--- src/rtl/ped_pkg.sv ---
// Shared definitions for the pedestrian crossing controller.
// Holds the phase enum, default timing constants and a helper that sizes
// the grant-index field from the channel count.
package ped_pkg;

    typedef enum logic [1:0] {
        DONT_WALK = 2'd0,
        WALK      = 2'd1,
        FLASH     = 2'd2
    } ped_state_t;

    localparam int unsigned DEF_NUM_CH      = 4;
    localparam int unsigned DEF_WALK_TIME   = 50;
    localparam int unsigned DEF_FLASH_TIME  = 20;
    localparam int unsigned DEF_FLASH_HALF  = 5;
    localparam int unsigned DEF_MIN_DW_TIME = 150;
    localparam int unsigned DEF_TIMER_W     = 16;

    // A single channel still needs a 1-bit index field.
    function automatic int unsigned idx_width(input int unsigned n);
        return (n > 1) ? $clog2(n) : 1;
    endfunction

endpackage

--- src/rtl/ped_rr_arbiter.sv ---
// Combinational round-robin selector.
// Ports:
//   i_req   - request vector, one bit per crossing
//   i_last  - index of the previously granted crossing
//   o_grant - first requesting index found searching upward from i_last+1
//   o_valid - 1 when any request is present
module ped_rr_arbiter
    import ped_pkg::*;
#(
    parameter int unsigned NUM_CH = DEF_NUM_CH,
    parameter int unsigned IDX_W  = idx_width(NUM_CH)
) (
    input  logic [NUM_CH-1:0] i_req,
    input  logic [IDX_W-1:0]  i_last,
    output logic [IDX_W-1:0]  o_grant,
    output logic              o_valid
);

    always_comb begin
        int unsigned idx;
        logic [NUM_CH-1:0] w_sh;
        idx     = 0;
        w_sh    = '0;
        o_grant = '0;
        o_valid = 1'b0;
        // Offsets 1..NUM_CH visit every channel once, ending on i_last itself.
        for (int unsigned off = 1; off <= NUM_CH; off++) begin
            idx  = (32'(i_last) + off) % NUM_CH;
            w_sh = i_req >> idx;
            if (!o_valid && w_sh[0]) begin
                o_grant = IDX_W'(idx);
                o_valid = 1'b1;
            end
        end
    end

endmodule

--- src/rtl/ped_crossing_ctrl.sv ---
// Pedestrian crossing controller: latches button presses per crossing and
// serves them one at a time round-robin through DONT_WALK -> WALK -> FLASH.
// Ports:
//   clk       - clock, all state changes on rising edge
//   reset     - synchronous active-low reset
//   ped_req   - per-crossing push button (NUM_CH)
//   hold      - blocks new WALK grants and cuts an active WALK short
//   walk      - walk lamps, at most one bit set (NUM_CH)
//   dont_walk - don't-walk lamps, flashing on the granted crossing in FLASH
//   pending   - latched request lamps (NUM_CH)
//   phase     - 0 DONT_WALK, 1 WALK, 2 FLASH
module ped_crossing_ctrl
    import ped_pkg::*;
#(
    parameter int unsigned NUM_CH      = DEF_NUM_CH,
    parameter int unsigned WALK_TIME   = DEF_WALK_TIME,
    parameter int unsigned FLASH_TIME  = DEF_FLASH_TIME,
    parameter int unsigned FLASH_HALF  = DEF_FLASH_HALF,
    parameter int unsigned MIN_DW_TIME = DEF_MIN_DW_TIME,
    parameter int unsigned TIMER_W     = DEF_TIMER_W
) (
    input  logic              clk,
    input  logic              reset,
    input  logic [NUM_CH-1:0] ped_req,
    input  logic              hold,
    output logic [NUM_CH-1:0] walk,
    output logic [NUM_CH-1:0] dont_walk,
    output logic [NUM_CH-1:0] pending,
    output logic [1:0]        phase
);

    localparam int unsigned IDX_W = idx_width(NUM_CH);
    localparam logic [63:0] T_LIM = 64'd1 << TIMER_W;

    if (NUM_CH < 1 || NUM_CH > 16) begin : g_bad_num_ch
        $error("NUM_CH must be in 1..16");
    end
    if (WALK_TIME < 1 || FLASH_TIME < 1 || FLASH_HALF < 1 || MIN_DW_TIME < 1) begin : g_bad_time
        $error("time parameters must be at least 1");
    end
    if (64'(WALK_TIME) >= T_LIM || 64'(FLASH_TIME) >= T_LIM ||
        64'(FLASH_HALF) >= T_LIM || 64'(MIN_DW_TIME) >= T_LIM) begin : g_bad_timer_w
        $error("time parameters must fit in TIMER_W bits");
    end

    ped_state_t          r_state, w_state_n;
    logic [TIMER_W-1:0]  r_timer, w_timer_n;
    logic [IDX_W-1:0]    r_grant, w_grant_n;
    logic [NUM_CH-1:0]   r_pending, w_clr;

    logic [IDX_W-1:0]    w_arb_grant;
    logic                w_arb_valid;
    logic [NUM_CH-1:0]   w_grant_oh;
    logic [TIMER_W-1:0]  w_flash_step;
    logic                w_flash_lit;

    ped_rr_arbiter #(
        .NUM_CH (NUM_CH),
        .IDX_W  (IDX_W)
    ) u_arb (
        .i_req   (r_pending),
        .i_last  (r_grant),
        .o_grant (w_arb_grant),
        .o_valid (w_arb_valid)
    );

    always_ff @(posedge clk) begin
        if (!reset) begin
            r_state   <= DONT_WALK;
            r_timer   <= '0;
            r_grant   <= IDX_W'(NUM_CH - 1);
            r_pending <= '0;
        end else begin
            r_state   <= w_state_n;
            r_timer   <= w_timer_n;
            r_grant   <= w_grant_n;
            // A press in the grant cycle wins over the clear.
            r_pending <= (r_pending & ~w_clr) | ped_req;
        end
    end

    always_comb begin
        w_state_n = r_state;
        w_timer_n = r_timer + TIMER_W'(1);
        w_grant_n = r_grant;
        w_clr     = '0;
        case (r_state)
            DONT_WALK: begin
                if (r_timer == TIMER_W'(MIN_DW_TIME - 1)) begin
                    if (w_arb_valid && !hold) begin
                        w_state_n = WALK;
                        w_timer_n = '0;
                        w_grant_n = w_arb_grant;
                        w_clr     = NUM_CH'(1) << w_arb_grant;
                    end else begin
                        w_timer_n = r_timer;
                    end
                end
            end
            WALK: begin
                if (hold || r_timer == TIMER_W'(WALK_TIME - 1)) begin
                    w_state_n = FLASH;
                    w_timer_n = '0;
                end
            end
            FLASH: begin
                if (r_timer == TIMER_W'(FLASH_TIME - 1)) begin
                    w_state_n = DONT_WALK;
                    w_timer_n = '0;
                end
            end
            default: begin
                w_state_n = DONT_WALK;
                w_timer_n = '0;
            end
        endcase
    end

    assign w_grant_oh   = NUM_CH'(1) << r_grant;
    assign w_flash_step = r_timer / TIMER_W'(FLASH_HALF);
    assign w_flash_lit  = ~w_flash_step[0];

    always_comb begin
        walk      = '0;
        dont_walk = '1;
        case (r_state)
            WALK: begin
                walk      = w_grant_oh;
                dont_walk = ~w_grant_oh;
            end
            FLASH: begin
                dont_walk = ~w_grant_oh | (w_flash_lit ? w_grant_oh : '0);
            end
            default: ;
        endcase
    end

    assign pending = r_pending;
    assign phase   = r_state;

endmodule

--- config.mk ---
export PLATFORM = sky130hd
export DESIGN_NAME = ped_crossing_ctrl
export DESIGN_NICKNAME = d
export VERILOG_FILES = /design/src/rtl/ped_pkg.sv /design/src/rtl/ped_rr_arbiter.sv /design/src/rtl/ped_crossing_ctrl.sv
export SDC_FILE = /design/constraint.sdc
export NUM_CORES = 1
export LEC_CHECK = 0
export ABC_AREA = 1
export BUFFER_PORTS_ARGS = -buffer_cell sky130_fd_sc_hd__buf_2
export CAP_MARGIN = 30
export CORE_MARGIN = 2
export CORE_UTILIZATION = 45
export DETAILED_ROUTE_END_ITERATION = 12
export PLACE_DENSITY = 0.61
export REMOVE_ABC_BUFFERS = 1
export SYNTH_ARGS = -nofsm -noshare
export SYNTH_HDL_FRONTEND = slang
export SYNTH_SLANG_ARGS = --single-unit
--- constraint.sdc ---
create_clock -name clk -period 7.85 [get_ports clk]
set_clock_uncertainty 0.1 [all_clocks]
set_input_delay 1.1775 -clock clk [delete_from_list [all_inputs] [get_ports clk]]
set_output_delay 1.1775 -clock clk [all_outputs]
set_load 0.01 [all_outputs]
======== After elaboration in Yosys (flattened, before gate mapping) ========
Index checks and enable logic that the tools add are counted.
storage, ports and cells
  register bits ........................... 24
  output and inout port bits .............. 14
  bits of input ports ..................... 7
cells by class
  $add $sub $neg .......................... 5
  div/mod/pow operators ................... 1
  shifts and indexed selects .............. 6
  reductions and logical operators ........ 12
  mux-type cells .......................... 24
  bitwise gates (word level) .............. 5
  equality and inequality tests ........... 10
operators with widths
  cell                                                                    count
  16-bit 2-to-1 mux                                                       4
  16-bit one-hot mux with 3 select lines                                  1
  4-bit 2-to-1 mux                                                        5
  16-bit by 1-bit adder with 16-bit output, second input constant         1
  16-bit by 3-bit divider with 16-bit output, second input constant       1
  16-bit by 5-bit equality test with 1-bit output, second input constant  1
  16-bit by 6-bit equality test with 1-bit output, second input constant  1
  16-bit by 8-bit equality test with 1-bit output, second input constant  1
  2-bit 2-to-1 mux                                                        8
  4-bit by 2-bit right shift with 1-bit output                            4
  2-bit inequality test, second input constant                            4
  4-bit NOT                                                               2
  4-bit OR                                                                2
  4-bit one-hot mux with 2 select lines                                   1
  1-bit by 2-bit left shift with 4-bit output, first input constant       2
  2-bit one-hot mux with 3 select lines                                   1
  2-bit by 1-bit adder with 2-bit output, second input constant           2
  2-bit adder, second input constant                                      2
  4-bit bitwise AND                                                       1
  1-bit logical AND                                                       4
  1-bit logical NOT                                                       4
  1-bit 2-to-1 mux                                                        4
  4-bit AND reduction                                                     1
  3-bit inequality test, second input constant                            1
  5 further kinds                                                         5

======== Logic depth before layout (Yosys ltp) ========
  depth in word-level cells ............... 19
  gate-level depth with buffers ........... 68

======== Cells and area by module ========
A second synthesis with hierarchy kept.
unflattened totals
  cells, all modules ...................... 485
  area total of the unflattened synthesis .. 2894.0 µm²
by module, submodules not included
  module             sequential area each (µm²)  area each (µm²)  cells each  times used
  ped_crossing_ctrl  480.5                       2622.5           433         1
  ped_rr_arbiter     0.0                         271.5            52          1

======== Least setup slack after synthesis ========
OpenSTA, ideal clock, no wires.
  path type ............................... register to output
  from .................................... register r_timer[13]
  to ...................................... output port dont_walk[0]
  required time ........................... 6573 ps
  arrival ................................. 4737 ps
  stages on the path, launching flop included .. 56
  setup slack ............................. 1835 ps
  cells stage by stage .................... dfxtp_1 -> buf_6 -> inv_4 -> o21ai_2 -> nand2_1 -> nand3_2 -> nand3_2 -> nand2_2 -> nand2_2 -> nand2_1 -> nand2_2 -> inv_2 -> nand2_2 -> nand2_2 -> nand2_1 -> nand2_2 -> inv_2 -> nand2_4 -> [20 not listed] -> nand2_1 -> nand2_1 -> inv_2 -> nand2_2 -> nand3_2 -> nand2_1 -> inv_1 -> ha_1 -> inv_1 -> nand3_1 -> nand2_2 -> nand3_2 -> or2_1 -> nand2_1 -> nand2_2 -> nand2_1 -> nand2_1 -> nand2_1
on the way
  word-level cells in the longest chain between the ends .. 4
ends and longest elaborated chain
  what                                        RTL line                  source
  start, declared                             ped_crossing_ctrl.sv:47   logic [TIMER_W-1:0] r_timer, w_timer_n;
  start signal, assigned                      ped_crossing_ctrl.sv:75   r_timer <= w_timer_n;
  16-bit by 3-bit divider with 16-bit output  ped_crossing_ctrl.sv:120  assign w_flash_step = r_timer / TIMER_W'(FLASH_HALF);
  4-bit 2-to-1 mux                            ped_crossing_ctrl.sv:132  dont_walk = ~w_grant_oh | (w_flash_lit ? w_grant_oh : '0);
  4-bit OR                                    ped_crossing_ctrl.sv:132
  4-bit one-hot mux with 2 select lines       ped_crossing_ctrl.sv:126  case (r_state)
  end, declared                               ped_crossing_ctrl.sv:27   output logic [NUM_CH-1:0] dont_walk,
Every way passes these cells.

======== Worst setup path in the final report ========
  from .................................... register r_timer[14]
  to ...................................... output port dont_walk[1]
Same word-level chain as after synthesis.

==> results.cfg <==
[route]
avgRoutedWirePerCell_um = 10.1
drt-vias-per-instance = 4.93
final_antenna_net_count = 0
initialDrtViolationCount = 126
wirelength_um = 5790
dr.pass1.iters = 4
vias = 2821
drc_errors = 0

[synth]
synth-seq-cells = 24
synth_flop_cell = dfxtp_1
synth_area_per_cell_um2 = 5.88
synth.distinct_cells = 34
synth_edf_count = 0
async_flop_share_pct = 0
syn_area_um2 = 2800
synth-seq-area-share_pct = 17.1
syn_inst = 477
yosysWarnings = 0

[floorplan]
core_um2 = 5960
dieArea_um2 = 6880
rows = 28
die_x_um = 82.9
start_util_pct = 47.1
die_h_um = 82.9
boundaryPins = 21

[clock_network]
clock_path_buffers = 2
root_buffer = clkbuf_8
htree_levels = 1
cts_num_sinks = 24
postCtsHoldBufs = 0
ctsResizeCount = 0
clock_latency_ns = 0.27
clkSlewWorstSetupHoldPaths_ns = 0.09
cts_tree = yes
cts-buffers-inserted = 3
cts_setup_buffers = 0

[place]
io_buffers = 20
dp_slack_ns = 1.15
gp_congestion = 0.857
dpl.hpwl_um = 4750

[worst_hold_path]
min_to = pending[2]$_SDFF_PN0_
min_from = pending[2]$_SDFF_PN0_
hold_path.class = register to register
hold_depth = 2

[setup_path]
critPathLaunchType = register
critPathMaxFanout = 9
arrival_ns = 5.69
slowest_stage = dfxtp_1
r2r_setup_slack_ns = 4.19
r2r-start = r_grant[0]$_SDFFE_PN1P_
cp.required_ns = 6.57
cpPeakStageDelay_ns = 0.54
crit_type = register to output port
ff2ff_path_depth = 24
endpoint_kind = output port
rr_endpoint = r_timer[14]$_SDFFE_PN0P_

[global_routing]
track_usage_pct = 17.1
antenna_found_initial = 0
grt_pass1_wl_um = 10600
grt_pass1_vias = 2558
global_route.overflow_total = 0
grt_max_degree = 15

[layout]
num_antenna_cells = 0
layout.nets = 519
syn_to_final_growth_pct = 8.26
layout-drive-gt1-share_pct = 20.3

[timing]
worstMarginPinSlew_ns = 0.407
finalWorstSetupSlack_ns = 0.878
setup_viol = 0
drv_slew = 0
final-hold-violation-count = 0
layout_min_cycle_time_ns = 6.97
max_freq_mhz = 143
finalCritPeriodShare_pct = 88.8
fin_setup_tns_ns = 0
whs_ns = 0.398
rsz0062_at_grt = no
slew_headroom_pct = 72.6

[power]
powerDensity_nw_per_um2 = 108
power_leakage_uw = 0.00164
vdd_drop_max_mv = 0.106

[run]
cap_violations = 0

[run_status]
status = complete, no violations
[worst max-delay path: cells and delay by family, from the launching register on]
family,cells,cell delay (ns)
adders and majority gates,1,0.17
and+or+nand+nor,42,3.62
AOI/OAI and AO/OA,3,0.44
buffers and inverters,9,0.65
DFF,1,0.54
[routing by layer]
layer / vias to the layer above / part of all wire (%) / track usage [%]
met1: 1228 / 51 / 23.2
met2: 24 / 46 / 29.8
met3: 4 / 2.3 / 2.58
li1: 1565 / - / -
met4: 0 / 0.57 / 1.64
met5: - / 0 / 0
[cells in the mapped netlist, types with 3 or more instances]
| master | count | share of area (%) |
|---|---|---|
| a211oi_1 | 3 | 0.80 |
| a21oi_1 | 21 | 3.7 |
| buf_6 | 3 | 1.2 |
| dfxtp_1 | 24 | 17 |
| ha_1 | 14 | 6.2 |
| inv_1 | 71 | 9.5 |
| inv_2 | 14 | 1.9 |
| inv_4 | 3 | 0.67 |
| nand2_1 | 117 | 16 |
| nand2_2 | 34 | 7.6 |
| nand2_4 | 6 | 2.4 |
| nand3_1 | 37 | 6.6 |
| nand3_2 | 14 | 5.0 |
| nand4_1 | 11 | 2.5 |
| nor2_1 | 38 | 5.1 |
| nor3_1 | 13 | 2.3 |
| nor3b_1 | 3 | 0.80 |
| nor4_1 | 3 | 0.67 |
| o21ai_0 | 21 | 3.7 |
| o21ai_1 | 8 | 1.4 |
| o21ai_2 | 3 | 0.94 |
[logic make-up after synthesis]
| logic type | Yosys count | synth area share, % |
|---|---|---|
| compound gates | 64 | 13.0 |
| xor+xnor | 1 | 0.312 |
| fa+ha+maj | 14 | 6.25 |
| buf+inv | 95 | 13.8 |
| flops | 24 | 17.1 |
| mux | 1 | 0.402 |
| simple gates | 278 | 49.1 |
[cell type report]
type                    instances  area [um^2]
clock buffers                   3         41.3
well taps                      75         93.8
fillers                       653         2920
clock inverters                 1         30.0
flip-flops and latches         24          480
multi-input cells             358         1940
inverters                      90          345
repair buffers                 21          108
[power by group]
part	total [uW]	switching, uW	leakage (uW)	internal, uW
clock network	108	39.5	0.0000357	68.2
logic	85.3	53.4	0.00141	31.9
registers	136	8.02	0.000195	128
total	329	101	0.00164	228
[state kept, by name (all words and copies together) (netlist names)]
signal   count
r_timer     16
phase        2
r_grant      2
pending      4
[per-stage QoR]
stage / area [um^2] / cells / utilization (%) / total power [uW]
2_1_floorplan: 2760 / 472 / - / 198
3_3_place_gp: 2960 / 567 / 49.6 / 222
3_5_place_dp: 2960 / 568 / 49.8 / 223
4_1_cts: 3040 / 572 / 51.0 / 331
5_1_grt: 3040 / 572 / 51.0 / 351
6_report: 3040 / 572 / 51.0 / 329
[worst max path at each step]
stage / slack, ns / start / to / cells after the start
after floorplan: 1.76 / r_timer[13]$_SDFFE_PN0P_ / dont_walk[0] / 54
after global placement: 1.27 / r_timer[13]$_SDFFE_PN0P_ / dont_walk[3] / 47
after detailed placement: 1.15 / r_timer[13]$_SDFFE_PN0P_ / dont_walk[3] / 55
after CTS: 0.84 / r_timer[13]$_SDFFE_PN0P_ / dont_walk[3] / 55
after global routing: 0.15 / r_timer[13]$_SDFFE_PN0P_ / dont_walk[1] / 59
final: 0.88 / r_timer[14]$_SDFFE_PN0P_ / dont_walk[1] / 55
[placed cells by master, fill, tap and decap left out, types with 20 or more instances in the layout]
cell type and instances:
nor2_1 38, buf_2 20, dfxtp_1 24, nand2_2 34
nand2_1 117, a21oi_1 21, o21ai_0 21, nand3_1 37
inv_1 71
(Power assumes the default switching activity.)
